$ cat src/rtl/xact_arbiter_if.sv
`default_nettype none
// ============================================================================
// Module      : xact_arbiter_if
// Description : Requester-side and bus-side signal bundle for xact_arbiter.
//               The master modport is the arbiter's view; the slave modport
//               is the view of whatever drives requests and the bus reply.
// Revision    : 1.0 - initial release
// ============================================================================
interface xact_arbiter_if #(
    parameter int NUM_REQ = 4
);
    // Requester side: one slot per requester, packed side by side
    logic [NUM_REQ-1:0]    req;
    logic [NUM_REQ-1:0]    req_wr_en;
    logic [NUM_REQ*17-1:0] req_addr;
    logic [NUM_REQ*32-1:0] req_wdata;
    logic [NUM_REQ-1:0]    gnt;
    logic [NUM_REQ-1:0]    done;
    logic [31:0]           done_rdata;
    logic                  busy;

    // Bus side
    logic                  sel;
    logic                  en;
    logic [16:0]           addr;
    logic [31:0]           wr_data;
    logic                  wr_en;
    logic [31:0]           rd_data;

    modport master (
        input  req, req_wr_en, req_addr, req_wdata, rd_data,
        output gnt, done, done_rdata, busy, sel, en, addr, wr_data, wr_en
    );

    modport slave (
        output req, req_wr_en, req_addr, req_wdata, rd_data,
        input  gnt, done, done_rdata, busy, sel, en, addr, wr_data, wr_en
    );
endinterface
`default_nettype wire

$ cat src/rtl/xact_arbiter.sv
`default_nettype none
// ============================================================================
// Module      : xact_arbiter
// Description : Round-robin arbiter that serialises requester transfers onto
//               a SETUP/ACCESS style bus. One transfer in flight at a time;
//               back-to-back transfers run with no idle gap.
// Revision    : 1.0 - initial release
// ============================================================================
module xact_arbiter #(
    parameter int NUM_REQ     = 4,
    parameter int WAIT_CYCLES = 0
) (
    input  wire            sys_clk,
    input  wire            rst,
    xact_arbiter_if.master bus
);

    localparam int              IDXW      = $clog2(NUM_REQ);
    localparam logic [3:0]      WAIT_LAST = 4'(WAIT_CYCLES);
    localparam logic [IDXW-1:0] IDX_MAX   = IDXW'(NUM_REQ - 1);

    typedef enum logic [1:0] {
        ST_IDLE   = 2'd0,
        ST_SETUP  = 2'd1,
        ST_ACCESS = 2'd2
    } state_t;

    state_t               state_q, state_d;
    logic [IDXW-1:0]      ptr_q;
    logic [IDXW-1:0]      cur_q;
    logic [3:0]           wait_q;
    logic [IDXW-1:0]      win_idx;
    logic                 any_req;
    logic                 last_access;
    logic                 final_access;
    logic                 arb_go;

    logic [NUM_REQ-1:0]   gnt_q;
    logic [NUM_REQ-1:0]   done_q;
    logic [31:0]          done_rdata_q;
    logic                 busy_q;
    logic                 sel_q;
    logic                 en_q;
    logic [16:0]          addr_q;
    logic [31:0]          wr_data_q;
    logic                 wr_en_q;

    // First requesting index at or after the pointer, wrapping modulo NUM_REQ
    function automatic logic [IDXW-1:0] rr_pick(
        input logic [NUM_REQ-1:0] r,
        input logic [IDXW-1:0]    p
    );
        logic [IDXW-1:0] pick;
        logic [IDXW-1:0] cand;
        logic            found;
        pick  = p;
        cand  = p;
        found = 1'b0;
        for (int k = 0; k < NUM_REQ; k++) begin
            if (!found && r[cand]) begin
                pick  = cand;
                found = 1'b1;
            end
            cand = (cand == IDX_MAX) ? '0 : cand + IDXW'(1);
        end
        return pick;
    endfunction

    // Next-state decode; arbitration happens only when leaving IDLE or the last ACCESS cycle
    always_comb begin
        state_d      = state_q;
        arb_go       = 1'b0;
        any_req      = |bus.req;
        last_access  = (wait_q == WAIT_LAST);
        final_access = (state_q == ST_ACCESS) && last_access;
        win_idx      = rr_pick(bus.req, ptr_q);
        case (state_q)
            ST_IDLE: begin
                if (any_req) begin
                    state_d = ST_SETUP;
                    arb_go  = 1'b1;
                end
            end
            ST_SETUP: begin
                state_d = ST_ACCESS;
            end
            ST_ACCESS: begin
                if (last_access) begin
                    if (any_req) begin
                        state_d = ST_SETUP;
                        arb_go  = 1'b1;
                    end else begin
                        state_d = ST_IDLE;
                    end
                end
            end
            default: begin
                state_d = ST_IDLE;
            end
        endcase
    end

    // State register
    always_ff @(posedge sys_clk) begin
        if (rst) begin
            state_q <= ST_IDLE;
        end else begin
            state_q <= state_d;
        end
    end

    // Command capture, pointer, wait counter and registered outputs
    always_ff @(posedge sys_clk) begin
        if (rst) begin
            ptr_q        <= '0;
            cur_q        <= '0;
            wait_q       <= 4'd0;
            gnt_q        <= '0;
            done_q       <= '0;
            done_rdata_q <= 32'h0;
            busy_q       <= 1'b0;
            sel_q        <= 1'b0;
            en_q         <= 1'b0;
            addr_q       <= 17'h0;
            wr_data_q    <= 32'h0;
            wr_en_q      <= 1'b0;
        end else begin
            gnt_q  <= '0;
            done_q <= '0;

            // addr/wr_data double as the command register and hold through IDLE
            if (arb_go) begin
                gnt_q     <= NUM_REQ'(1) << win_idx;
                ptr_q     <= (win_idx == IDX_MAX) ? '0 : win_idx + IDXW'(1);
                cur_q     <= win_idx;
                addr_q    <= bus.req_addr[win_idx*17 +: 17];
                wr_data_q <= bus.req_wdata[win_idx*32 +: 32];
                wr_en_q   <= bus.req_wr_en[win_idx];
            end else if (state_d == ST_IDLE) begin
                wr_en_q   <= 1'b0;
            end

            // wr_en_q still reflects the finishing transfer's direction here
            if (final_access) begin
                done_q       <= NUM_REQ'(1) << cur_q;
                done_rdata_q <= wr_en_q ? 32'h0 : bus.rd_data;
            end

            if (arb_go) begin
                wait_q <= 4'd0;
            end else if ((state_q == ST_ACCESS) && !last_access) begin
                wait_q <= wait_q + 4'd1;
            end

            sel_q  <= (state_d != ST_IDLE);
            busy_q <= (state_d != ST_IDLE);
            en_q   <= (state_d == ST_ACCESS);
        end
    end

    assign bus.gnt        = gnt_q;
    assign bus.done       = done_q;
    assign bus.done_rdata = done_rdata_q;
    assign bus.busy       = busy_q;
    assign bus.sel        = sel_q;
    assign bus.en         = en_q;
    assign bus.addr       = addr_q;
    assign bus.wr_data    = wr_data_q;
    assign bus.wr_en      = wr_en_q;

endmodule
`default_nettype wire

$ cat src/flat_wrapper.sv
// flat-port wrapper written by rule: the top's interface ports become plain ports
module xact_arbiter_flat 
#(
    parameter int NUM_REQ     = 4,
    parameter int WAIT_CYCLES = 0
)
  (sys_clk, rst, bus_req, bus_req_wr_en, bus_req_addr, bus_req_wdata, bus_rd_data, bus_gnt, bus_done, bus_done_rdata, bus_busy, bus_sel, bus_en, bus_addr, bus_wr_data, bus_wr_en);
  xact_arbiter_if #(.NUM_REQ(NUM_REQ)) bus_i ();
  input  wire sys_clk;
  input  wire rst;
  input wire logic [$bits(bus_i.req)-1:0] bus_req;
  input wire logic [$bits(bus_i.req_wr_en)-1:0] bus_req_wr_en;
  input wire logic [$bits(bus_i.req_addr)-1:0] bus_req_addr;
  input wire logic [$bits(bus_i.req_wdata)-1:0] bus_req_wdata;
  input wire logic [$bits(bus_i.rd_data)-1:0] bus_rd_data;
  output wire logic [$bits(bus_i.gnt)-1:0] bus_gnt;
  output wire logic [$bits(bus_i.done)-1:0] bus_done;
  output wire logic [$bits(bus_i.done_rdata)-1:0] bus_done_rdata;
  output wire logic [$bits(bus_i.busy)-1:0] bus_busy;
  output wire logic [$bits(bus_i.sel)-1:0] bus_sel;
  output wire logic [$bits(bus_i.en)-1:0] bus_en;
  output wire logic [$bits(bus_i.addr)-1:0] bus_addr;
  output wire logic [$bits(bus_i.wr_data)-1:0] bus_wr_data;
  output wire logic [$bits(bus_i.wr_en)-1:0] bus_wr_en;
  assign bus_i.req = bus_req;
  assign bus_i.req_wr_en = bus_req_wr_en;
  assign bus_i.req_addr = bus_req_addr;
  assign bus_i.req_wdata = bus_req_wdata;
  assign bus_i.rd_data = bus_rd_data;
  assign bus_gnt = bus_i.gnt;
  assign bus_done = bus_i.done;
  assign bus_done_rdata = bus_i.done_rdata;
  assign bus_busy = bus_i.busy;
  assign bus_sel = bus_i.sel;
  assign bus_en = bus_i.en;
  assign bus_addr = bus_i.addr;
  assign bus_wr_data = bus_i.wr_data;
  assign bus_wr_en = bus_i.wr_en;
  xact_arbiter #(.NUM_REQ(NUM_REQ), .WAIT_CYCLES(WAIT_CYCLES)) u_core (.sys_clk(sys_clk), .rst(rst), .bus(bus_i));
endmodule
$ cat config.mk
export PLATFORM = sky130hd
export DESIGN_NAME = xact_arbiter_flat
export DESIGN_NICKNAME = d
export VERILOG_FILES = /design/src/rtl/xact_arbiter_if.sv /design/src/rtl/xact_arbiter.sv /design/src/flat_wrapper.sv
export SDC_FILE = /design/constraint.sdc
export NUM_CORES = 1
export LEC_CHECK = 0
export BUFFER_PORTS_ARGS = -buffer_cell sky130_fd_sc_hd__buf_2
export CAP_MARGIN = 10
export CORE_AREA = 2 2 127 129
export CTS_BUF_LIST = sky130_fd_sc_hd__clkbuf_2 sky130_fd_sc_hd__clkbuf_4 sky130_fd_sc_hd__clkbuf_8
export CTS_CLUSTER_SIZE = 40
export DETAILED_ROUTE_END_ITERATION = 7
export DIE_AREA = 0 0 129 131
export HOLD_SLACK_MARGIN = 0.02
export PLACE_DENSITY = 0.77
export SYNTH_ARGS = -nofsm -noshare
export SYNTH_HDL_FRONTEND = slang
export SYNTH_SLANG_ARGS = --single-unit
$ cat constraint.sdc
create_clock -name sys_clk -period 4 [get_ports sys_clk]
set_clock_uncertainty 0.1 [all_clocks]
set_input_delay 0.2 -clock sys_clk [delete_from_list [all_inputs] [get_ports sys_clk]]
set_output_delay 0.2 -clock sys_clk [all_outputs]
set_load 0.005 [all_outputs]
* Word-level counts from Yosys, hierarchy flattened
Cells that the tools add are included.
** Word-level totals
- Bits in registers :: 102
- Output and inout port bits :: 93
- Logic and storage cells :: 84
** Cells by class
- $add $sub $neg :: 5
- $mul :: 1
- Magnitude comparators :: 5
- Equal/unequal tests :: 7
- Shift-type cells :: 4
- Multiplexer cells :: 30
- Bitwise operators :: 2
- Reductions and logical operators :: 18
** Operator list (number)
- $shiftx 128x8->32 :: 1
- $shiftx 68x8->17 :: 1
- $mux 32 :: 1
- $mux 2 :: 9
- $lt 2x3->1 const B :: 5
- $mux 1 :: 13
- $eq 2x2->1 const B :: 6
- $bmux 1 s2 :: 5
- $add 2x1->2 const B :: 4
- $shl 1x2->4 const A :: 2
- $mul 2x5->7 const B :: 1
- $pmux 2 s3 :: 1
- $reduce_or 2->1 :: 3
- $logic_and 1x1->1 :: 5
- $add 4x1->4 const B :: 1
- $logic_not 1->1 :: 4
- $logic_not 2->1 :: 2
- $logic_not 4->1 :: 1
- $reduce_bool 2->1 :: 2
- $reduce_or 4->1 :: 1
- $eq 2x1->1 const B :: 1
- $not 1->1 :: 2
- $pmux 1 s2 :: 1

* Logic depth before layout (Yosys ltp)
Gate-level depths: netlist of the first run.
- Depth in word-level cells :: 15
- Mapped depth :: 11
- Mapped depth without buffers :: 8

* Worst setup path before layout of the first run
No wires, ideal clock.
- Kind :: reg-to-reg
- From :: register u_core.ptr_q[0]
- To :: register u_core.addr_q[10] (netlist: u_core.bus.addr[10])
- Setup time :: 128 ps
- Arrival :: 2235 ps
- Required time :: 3772 ps
- Setup slack :: 1537 ps
- Stages on the path, launching flop included :: 12
- Path buffers :: 3
- Period minus slack after synthesis :: 2463 ps
- Cells stage by stage :: dfxtp_1 -> ha_1 -> clkbuf_1 -> inv_1 -> nand3_1 -> o31ai_1 -> a222oi_1 -> a2bb2oi_2 -> buf_6 -> buf_6 -> mux2i_1 -> o21ai_1
** On the way
- Word-level cells in the longest chain between the ends :: 14
- Elaborated cells on any way between the ends :: 31
** RTL lines
- start: declaration :: RTL line xact_arbiter.sv:29 : logic [IDXW-1:0] ptr_q;
- start signal: assignment :: RTL line xact_arbiter.sv:134 : ptr_q <= (win_idx == IDX_MAX) ? '0 : win_idx + IDXW'(1);
- branches (longest 11 deep; another with $add 2x1->2)
- $mux 2 (*) :: RTL line xact_arbiter.sv:60 : if (!found && r[cand]) begin
- $mul 2x5->7 (*) :: RTL line xact_arbiter.sv:136 : addr_q <= bus.req_addr[win_idx*17 +: 17];
- $shiftx 68x8->17 (*) :: RTL line xact_arbiter.sv:136
- end signal: assignment :: RTL line xact_arbiter.sv:136
- end: declaration :: RTL line xact_arbiter.sv:44 : logic [16:0] addr_q;
Every way passes the cells marked *. The select of a mux whose other input is x is not followed.
A chain may end at the register's enable or synchronous reset.

* Final worst setup path of the first run
- From :: register u_core.ptr_q[0]
- To :: register u_core.wr_data_q[22] (netlist: u_core.bus.wr_data[22])
** On the way
- Word-level cells in the longest chain between the ends :: 13
- Elaborated cells on any way between the ends :: 30
** RTL lines
- branches (longest 11 deep; another with $add 2x1->2)
- $mux 2 (*) :: RTL line xact_arbiter.sv:60
- $shiftx 128x8->32 (*) :: RTL line xact_arbiter.sv:137 : wr_data_q <= bus.req_wdata[win_idx*32 +: 32];
- end signal: assignment :: RTL line xact_arbiter.sv:137
- end: declaration :: RTL line xact_arbiter.sv:45 : logic [31:0] wr_data_q;
Marks and branches as above.

==> results.yml, run 1 <==
synthesis:
  netlist_instances: 871
  yosys-top-cells-count: "205 x nor3_1, 110 x inv_1, 102 x dfxtp_1"
  synth_most_common_cell: "nor3_1"
  synth-seq-cells: 102
  synth_fa_ha_area_frac: 0.00579
  synth_seq_area_share: 0.315
  synth_top_family_by_area: "compound AO/OA/AOI/OAI gates"
  avgSynthCellArea_um2: 7.44
  synthXorXnorAreaFrac: 0.00405
  netlist.area_leader.share: 0.315
  syn_area_um2: 6480
  muxShareOfSynthArea: 0.0853
  synth_largest_area_cell: "dfxtp_1"
  synth_compound_area_frac: 0.240
  yosys.area_share.simple: 0.223
  synthTopCellsByArea: "dfxtp_1 31%, nor3_1 16%, a211oi_1 10%, mux2i_1 8.2%, inv_1 6.4%"
  synthArstFlopShare: 0
  synthFlopType: "dfxtp_1"
  yosys_warnings: 0
  ys_types: 43
  synth_nets: 1112
  synth-edff-count: 0
timing:
  finalSetupViolCount: 0
  max-slew-margin-rel: 0.171
  hold_viol: 0
  drv_slew: 0
  rsz0062_at_grt: "no"
  setup_tns_ns: 0
  fin_crit_sh: 0.789
  worst_slew_pin_slew_ns: 1.24
  clock.fmax_mhz: 317
  finalWorstPathRequiredPeriod_ns: 3.16
clocking:
  htree_num_levels: 3
  cts_resized: 0
  cts_max_path_buffers: 2
  clk_pin_slew_ns: 0.11
  clock_latency_ns: 0.36
  cts_root_buffer: "clkbuf_8"
  cts_sinks: 102
  cts_buffers: 9
  tritoncts: "done"
hold_path:
  worstHoldPathType: "input pin to register"
  hold_depth: 2
  hold_start: "rst"
  hold_path_end: "u_core.state_q[1]$_SDFF_PP0_"
job:
  cap_violations: 0
detailed_routing:
  ant_nets: 0
  drcViolationCount: 0
  routed_via_density: 5.40
  drtPass1Iterations: 5
  vias: 7527
  postRouteWirelength_um: 22500
  drtIter0Drc: 518
  wl_per_cell_um: 16.1
outcome:
  status: "finished, final reports clean"
final_layout:
  n_antenna_cell: 0
  nets: 1414
  area_delta_synth_final_pct: 34.5
  drive_above_1_share: 0.329
critical_path:
  ff2ff_path_depth: 9
  cp-start-kind: "register"
  arrival_ns: 3.37
  path_max_fanout: 101
  crit-reg2reg-capture: "u_core.bus.wr_data[22]$_SDFFE_PP0P_"
  cp.required_ns: 4.21
  worstSetupEndpointType: "register"
  reg2reg_from: "u_core.ptr_q[0]$_SDFFE_PP0P_"
  rrSetupSlack_ns: 0.84
  worst-setup-path-type: "register to register"
power:
  powerDensity_nw_per_um2: 529
  power.leakage_uw: 0.00417
  total_power_uw: 4610
  vdd_drop_max_mv: 0.281
die:
  io_pins: 331
  dieArea_um2: 16900
  num_rows: 46
  die_h_um: 131
  die_x_um: 129
  coreArea_um2: 15600
  start_util: 0.416
place:
  port_buffers: 330
  gp_congestion: 0.877
  dp_hpwl_um: 15300
global_route:
  overflow: 0
  grt_pass1_wl_um: 34200
  grt_pass1_vias: 6910
  grt_max_degree: 102
  track_usage: 0.251
  antenna_found_initial: 0
-- final cells by class --
| cell class | instances | area [um^2] |
|---|---|---|
| Sequential cell | 102 | 2050 |
| Inverter | 111 | 417 |
| Clock buffer | 12 | 153 |
| Fill cell | 1486 | 6880 |
| Clock inverter | 4 | 55.1 |
| Timing Repair Buffer | 376 | 2110 |
| Multi-Input combinational cell | 573 | 3670 |
| Tap cell | 216 | 270 |
-- cells by family after synthesis --
family          Yosys count
xor+xnor                  3
compound gates          210
flops                   102
simple gates            303
buf+inv                 196
fa+ha+maj                 3
mux                      54
-- cells in the final DEF (no fill, tap or decap), drive strengths merged, types with 4 or more instances in the layout --
| cell | netlist | layout |
|---|---|---|
| nand2 | 56 | 56 |
| a211oi | 101 | 101 |
| inv | 111 | 112 |
| nand2b | 5 | 5 |
| a22o | 32 | 32 |
| mux2i | 53 | 53 |
| o21ai | 54 | 54 |
| clkbuf | 49 | 12 |
| nor3 | 205 | 205 |
| dlygate4sd3 | 0 | 32 |
| a21oi | 8 | 8 |
| a21o | 4 | 4 |
| dfxtp | 102 | 102 |
| nor2 | 23 | 23 |
| buf | 36 | 344 |
-- critical path: stages, from the launching register on --
cell	delay, ns
dfxtp_4	0.38
ha_1	0.44
nor2b_1	0.23
a21oi_1	0.13
a31oi_4	0.21
buf_4	0.81
nor3_1	0.09
a211oi_1	0.32
mux2i_1	0.14
o21ai_1	0.13
-- registers in the layout (all words and copies together), names as in the netlist --
name                   flops
u_core.bus.done            4
u_core.state_q             2
u_core.bus.addr           17
u_core.bus.busy            1
u_core.wait_q              4
u_core.cur_q               2
u_core.bus.en              1
u_core.bus.wr_data        32
u_core.bus.done_rdata     32
u_core.ptr_q               2
u_core.bus.wr_en           1
u_core.bus.gnt             4
-- stage by stage --
stage / area (um^2) / cells / setup slack (ns) / utilization / hold WS, ns
after floorplan: 6480 / 871 / 1.54 / - / 0.226
after global placement: 8180 / 1345 / 0.981 / 0.524 / 0.310
after detailed placement: 8180 / 1345 / 0.868 / 0.524 / 0.314
after CTS: 8710 / 1393 / 0.860 / 0.558 / 0.0243
after global routing: 8720 / 1394 / 0.628 / 0.559 / 0.0471
final: 8720 / 1394 / 0.844 / 0.559 / 0.0472
-- worst max-delay path by stage --
stage,start,endpoint,slack [ns],cells after the start
5_1_grt,u_core.ptr_q[1]$_SDFFE_PP0P_,u_core.bus.addr[6]$_SDFFE_PP0P_,0.63,9
4_1_cts,u_core.ptr_q[1]$_SDFFE_PP0P_,u_core.bus.wr_data[1]$_SDFFE_PP0P_,0.86,9
6_report,u_core.ptr_q[0]$_SDFFE_PP0P_,u_core.bus.wr_data[22]$_SDFFE_PP0P_,0.84,9
3_5_place_dp,u_core.ptr_q[1]$_SDFFE_PP0P_,u_core.bus.addr[6]$_SDFFE_PP0P_,0.87,9
2_1_floorplan,u_core.ptr_q[0]$_SDFFE_PP0P_,u_core.bus.addr[10]$_SDFFE_PP0P_,1.54,11
3_3_place_gp,u_core.ptr_q[0]$_SDFFE_PP0P_,u_core.bus.wr_data[1]$_SDFFE_PP0P_,0.98,8
-- layer usage --
layer,track usage,vias to the layer above,part of all wire
met1,0.298,3461,0.40
met5,0,-,0
met3,0.0501,44,0.076
met4,0.108,0,0.030
li1,-,3691,-
met2,0.443,331,0.49
-- power by group --
group          switching [uW]  internal (uW)
sequential                134           1250
combinational            1480           1060
clock                     365            325
total                    1980           2630
-- timing repair --
action                                 in CTS  in global routing
buffers inserted                            0                  0
hold buffers                               32                  0
endpoints found under the hold margin      32                  0
No activity file was read; power rests on OpenSTA's default activity.
==> run 2: changes to the inputs <==
--- a/config.mk
+++ b/config.mk
@@ -7,13 +7,13 @@
 export LEC_CHECK = 0
 export BUFFER_PORTS_ARGS = -buffer_cell sky130_fd_sc_hd__buf_2
 export CAP_MARGIN = 10
-export CORE_AREA = 2 2 127 129
+export CORE_AREA = 2 2 130 132
 export CTS_BUF_LIST = sky130_fd_sc_hd__clkbuf_2 sky130_fd_sc_hd__clkbuf_4 sky130_fd_sc_hd__clkbuf_8
 export CTS_CLUSTER_SIZE = 40
 export DETAILED_ROUTE_END_ITERATION = 7
-export DIE_AREA = 0 0 129 131
+export DIE_AREA = 0 0 132 134
 export HOLD_SLACK_MARGIN = 0.02
-export PLACE_DENSITY = 0.77
+export PLACE_DENSITY = 0.76
 export SYNTH_ARGS = -nofsm -noshare
 export SYNTH_HDL_FRONTEND = slang
 export SYNTH_SLANG_ARGS = --single-unit
==> constraint.sdc (replaced) <==
create_clock -name sys_clk -period 2.9 [get_ports sys_clk]
set_clock_uncertainty 0.1 [all_clocks]
set_input_delay 0.145 -clock sys_clk [delete_from_list [all_inputs] [get_ports sys_clk]]
set_output_delay 0.145 -clock sys_clk [all_outputs]
set_load 0.005 [all_outputs]
==> run 2 against run 1 <==
Compared with the run above:
- utilization decreased by 1.6 points
- sequential share of layout area down 0.33 points
- first-iteration DRC count fell by 36%
- non-clock buffer count up 6
- setup slack worse by 0.67 ns
- critical path depth is the same
- largest cell class unchanged
- largest power group unchanged
==> results.yml, run 2 (same netlist as run 1, synthesis figures left out) <==
outcome:
  status: "finished, final reports clean"
final_layout:
  final_common_cell: "buf_2"
  final_cells: 1408
  area_delta_synth_final_pct: 36.4
  drive_above_1_share: 0.332
  n_fill_cell: 1534
  final_util: 0.543
  mostFrequentLayoutCells: "330 x buf_2, 205 x nor3_1, 110 x inv_1"
  nets: 1420
global_route:
  track_usage: 0.241
  overflow: 0
  grt_pass1_wl_um: 35000
  grt_max_degree: 102
  grt_pass1_vias: 6931
  antenna_found_initial: 2
timing:
  rsz0062_at_grt: "no"
  drv_slew: 0
  max-slew-margin-rel: 0.518
  finalSetupViolCount: 0
  worst_slew_pin_slew_ns: 0.722
  setup_slack_ns: 0.178
  hold_viol: 0
  clock.fmax_mhz: 367
  fin_crit_sh: 0.939
  finalWorstPathRequiredPeriod_ns: 2.72
  setup_tns_ns: 0
clocking:
  cts_sinks: 102
  tritoncts: "done"
  clock_latency_ns: 0.37
  cts_max_path_buffers: 2
  cts_root_buffer: "clkbuf_8"
  cts_buffers: 9
  htree_num_levels: 3
  clk_pin_slew_ns: 0.11
die:
  dieArea_um2: 17700
  die_x_um: 132
  start_util: 0.398
  num_rows: 47
  coreArea_um2: 16300
  die_h_um: 134
  io_pins: 331
power:
  powerDensity_nw_per_um2: 735
  vdd_drop_max_mv: 0.453
  total_power_uw: 6500
  power.leakage_uw: 0.00422
critical_path:
  path_buf_inv: 1
  crit_chain: "ha_2 -> or2_1 -> nor2_1 -> a21o_1 -> a222oi_1 -> a2bb2oi_4 -> buf_12 -> mux2i_1 -> o21ai_1"
  ff2ff_path_depth: 9
  cp-start-kind: "register"
  cp.required_ns: 3.06
  worst-setup-path-type: "register to register"
  worst_path_max_delay_cell: "a222oi_1"
  arrival_ns: 2.88
  path_max_fanout: 25
  cpPeakStageDelay_ns: 0.48
  worstSetupEndpointType: "register"
  path_depth: 9
  critPathTopFamily: "compound AO/OA/AOI/OAI gates"
detailed_routing:
  postRouteWirelength_um: 22200
  vias: 7495
  routed_via_density: 5.32
  wl_per_cell_um: 15.8
  drtIter0Drc: 332
  ant_nets: 0
  wl_met1_um: 8990
  drtPass1Iterations: 6
  drcViolationCount: 0
  top_layer: "met4"
  wl_met3_um: 1730
  met2WireLength_um: 10800
place:
  pre_cts_slack_ns: 0.140
  placed_cells: 1355
  dp_hpwl_um: 15300
  port_buffers: 330
  gp_congestion: 0.913
hold_path:
  hold_depth: 5
  worstHoldPathType: "input pin to register"
job:
  cap_violations: 0
## run 2: cell count changes in the layout (fill, tap and decap cells not counted)
cell,before,now
buf_6,1,0
dlygate4sd3_1,32,33
clkbuf_4,2,0
diode_2,0,4
inv_6,1,2
clkbuf_8,10,9
ha_1,3,2
bufinv_16,1,2
buf_12,2,6
ha_2,0,1
clkinv_4,1,0
buf_4,11,13
clkinv_2,0,2
## run 2: per-layer routing
layer / up-vias / GRT usage
met5: - / 0
met2: 325 / 0.414
met3: 43 / 0.0635
met1: 3427 / 0.288
li1: 3700 / -
met4: 0 / 0.0972
## run 2: area by class of cell
cell class | instances | area (um^2) | area share
Tap cell | 220 | 275 | 0.0311
Antenna cell | 4 | 10.0 | 0.00113
Sequential cell | 102 | 2050 | 0.231
Timing Repair Buffer | 382 | 2200 | 0.249
Inverter | 111 | 417 | 0.0471
Clock buffer | 9 | 124 | 0.0140
Clock inverter | 7 | 95.1 | 0.0108
Multi-Input combinational cell | 573 | 3680 | 0.416
## run 2: report_power, final
part	internal (uW)	switching, uW
Combinational	1530	2040
Sequential	1720	192
Clock	490	530
## run 2: what timing repair did
action / CTS / global route
hold endpoints to repair: 36 / 0
hold buffers: 33 / 0
setup endpoints to repair: 0 / 8
buffers inserted: 0 / 0
resized for setup: 0 / 1
## run 2: metrics by stage
stage	area, um^2	hold WS (ns)
CTS	8830	0.0599
finish	8840	0.0817
floorplan	6480	0.171
global placement	8280	0.261
global route	8830	0.0936
detailed placement	8280	0.259
## run 2: path summary, 6_finish.rpt
path | start | endpoint | slack (ns)
setup / recovery | u_core.ptr_q[1]$_SDFFE_PP0P_ | u_core.bus.wr_data[1]$_SDFFE_PP0P_ | 0.18
hold / removal | bus_req_wdata[52] | u_core.bus.wr_data[20]$_SDFFE_PP0P_ | 0.08
hold reg to reg | u_core.bus.addr[4]$_SDFFE_PP0P_ | u_core.bus.addr[4]$_SDFFE_PP0P_ | 0.35
setup reg to reg | u_core.ptr_q[1]$_SDFFE_PP0P_ | u_core.bus.wr_data[1]$_SDFFE_PP0P_ | 0.18
## run 2: tightest hold or removal path: cells and delay by family
| family | cells | cell delay, ns |
|---|---|---|
| AO/OA/AOI/OAI | 2 | 0.13 |
| buffers and inverters | 2 | 0.13 |
| multiplexers | 1 | 0.12 |
==> run 3: changes to the inputs <==
--- a/config.mk
+++ b/config.mk
@@ -14,6 +14,7 @@
 export DIE_AREA = 0 0 132 134
 export HOLD_SLACK_MARGIN = 0.02
 export PLACE_DENSITY = 0.76
+export RECOVER_POWER = 25
 export SYNTH_ARGS = -nofsm -noshare
 export SYNTH_HDL_FRONTEND = slang
 export SYNTH_SLANG_ARGS = --single-unit
==> run 3 against run 2 <==
Compared with the run above:
- clock power about the same
- register-to-register slack is essentially flat
- wire length is essentially flat
- non-clock buffer count did not move
- final cell count unchanged
- critical path depth did not move
- critical path type unchanged
- largest cell class unchanged
- largest power group unchanged
==> results.yml, run 3 (same netlist as run 1, synthesis figures left out) <==
critical_path:
  worst-setup-path-type: "register to register"
  crit_chain: "ha_2 -> or2_1 -> nor2_1 -> a21o_1 -> a222oi_1 -> a2bb2oi_4 -> buf_12 -> mux2i_1 -> o21ai_1"
  cp.required_ns: 3.06
  arrival_ns: 2.89
  cpPeakStageDelay_ns: 0.49
  path_max_fanout: 25
  cp-start-kind: "register"
  path_buf_inv: 1
  critPathTopFamily: "compound AO/OA/AOI/OAI gates"
  worstSetupEndpointType: "register"
  worst_path_max_delay_cell: "a222oi_1"
die:
  die_x_um: 132
  coreArea_um2: 16300
  io_pins: 331
  dieArea_um2: 17700
  die_h_um: 134
  num_rows: 47
  start_util: 0.398
clocking:
  cts_root_buffer: "clkbuf_8"
  tritoncts: "done"
  clk_pin_slew_ns: 0.12
  clock_latency_ns: 0.37
  cts_sinks: 102
  cts_buffers: 9
  post_cts_buffers: 0
  cts_max_path_buffers: 2
  htree_num_levels: 3
power:
  powerDensity_nw_per_um2: 737
  p_int_uw: 3720
  vdd_drop_max_mv: 0.455
  combPwrFrac: 0.547
  switching_share: 0.426
  power.leakage_uw: 0.00410
  p_clk_frac: 0.158
  switchingPower_uw: 2760
  seqPwrFrac: 0.296
timing:
  max-slew-margin-rel: 0.528
  rsz0062_at_grt: "no"
  worst_slew_pin_slew_ns: 0.709
  fin_crit_sh: 0.940
  finalWorstPathRequiredPeriod_ns: 2.72
  finalSetupViolCount: 0
  clock.fmax_mhz: 367
  drv_slew: 0
  setup_tns_ns: 0
  hold_viol: 0
final_layout:
  mostFrequentLayoutCells: "299 x buf_2, 205 x nor3_1, 110 x inv_1"
  area_delta_synth_final_pct: 35.8
  drive_above_1_share: 0.306
  nets: 1420
  final_util: 0.540
  final_common_cell: "buf_2"
  n_fill_cell: 1557
global_route:
  grt_pass1_vias: 6931
  antenna_found_initial: 2
  grt_max_degree: 102
  overflow: 0
  track_usage: 0.241
  grt_pass1_wl_um: 35000
place:
  dp_hpwl_um: 15300
  port_buffers: 330
  gp_congestion: 0.913
detailed_routing:
  drtPass1Iterations: 7
  ant_nets: 0
  drtIter0Drc: 324
  vias: 7509
  wl_per_cell_um: 15.8
  routed_via_density: 5.33
  postRouteWirelength_um: 22200
  drcViolationCount: 0
outcome:
  status: "finished, final reports clean"
hold_path:
  worstHoldPathType: "input pin to register"
job:
  cap_violations: 0
==> run 3: cell count changes in the layout (fill, tap and decap cells not counted) <==
cell / change
clkbuf_1: +31
buf_2: -31
==> run 3: through the flow <==
step	power [uW]	setup slack [ns]	instance area, um^2	hold WS, ns	cells
after global routing	6920	0.0190	8800	0.0936	1405
after global placement	5400	0.138	8280	0.261	1355
after floorplan	4360	0.437	6480	0.171	871
final	6490	0.175	8800	0.0776	1408
after CTS	6540	0.122	8830	0.0599	1404
after detailed placement	5470	0.140	8280	0.259	1355
==> run 3: layout make-up <==
type / instances / area, um^2 / area share
antenna: 4 / 10.0 / 0.00114
clock buffer: 9 / 124 / 0.0141
clock inverter: 7 / 95.1 / 0.0108
inverter: 111 / 417 / 0.0473
multi-input combinational: 573 / 3680 / 0.418
sequential: 102 / 2050 / 0.232
tap: 220 / 275 / 0.0313
timing repair buffer: 382 / 2160 / 0.245
==> run 3: what timing repair did <==
item	CTS	global route
setup endpoints to repair	0	8
hold buffers	33	0
resized for setup	0	1
endpoints found under the hold margin	36	0
==> run 3: final timing paths <==
check                                        endpoint  slack, ns                           startpoint  depth (start not counted)
hold / removal    u_core.bus.wr_data[20]$_SDFFE_PP0P_       0.08                    bus_req_wdata[52]                          5
setup / recovery      u_core.bus.addr[1]$_SDFFE_PP0P_       0.18         u_core.ptr_q[1]$_SDFFE_PP0P_                          9
setup reg to reg      u_core.bus.addr[1]$_SDFFE_PP0P_       0.18         u_core.ptr_q[1]$_SDFFE_PP0P_                          9
hold reg to reg   u_core.bus.wr_data[21]$_SDFFE_PP0P_       0.35  u_core.bus.wr_data[21]$_SDFFE_PP0P_                          2
==> run 3: worst register-to-register path, delay by kind of cell (launching register included) <==
| family | cells | cell delay [ns] |
|---|---|---|
| buffers and inverters | 1 | 0.25 |
| AOI/OAI and AO/OA | 4 | 0.99 |
| muxes | 1 | 0.28 |
| DFF | 1 | 0.41 |
| and+or+nand+nor | 2 | 0.33 |
| adders and majority gates | 1 | 0.25 |
==> run 3: power by group through the flow <==
stage	Clock, uW	Combinational, uW	Sequential (uW)
floorplan	0	2420	1940
global route	1100	3870	1960
finish	1020	3540	1920
detailed placement	0	3530	1940
CTS	1050	3570	1920
global placement	0	3460	1940
==> run 3: metal layers <==
layer  GRT usage  part of all wire
met1       0.288              0.41
met2       0.414              0.49
met3      0.0635             0.074
met5           0                 0
met4      0.0972             0.032
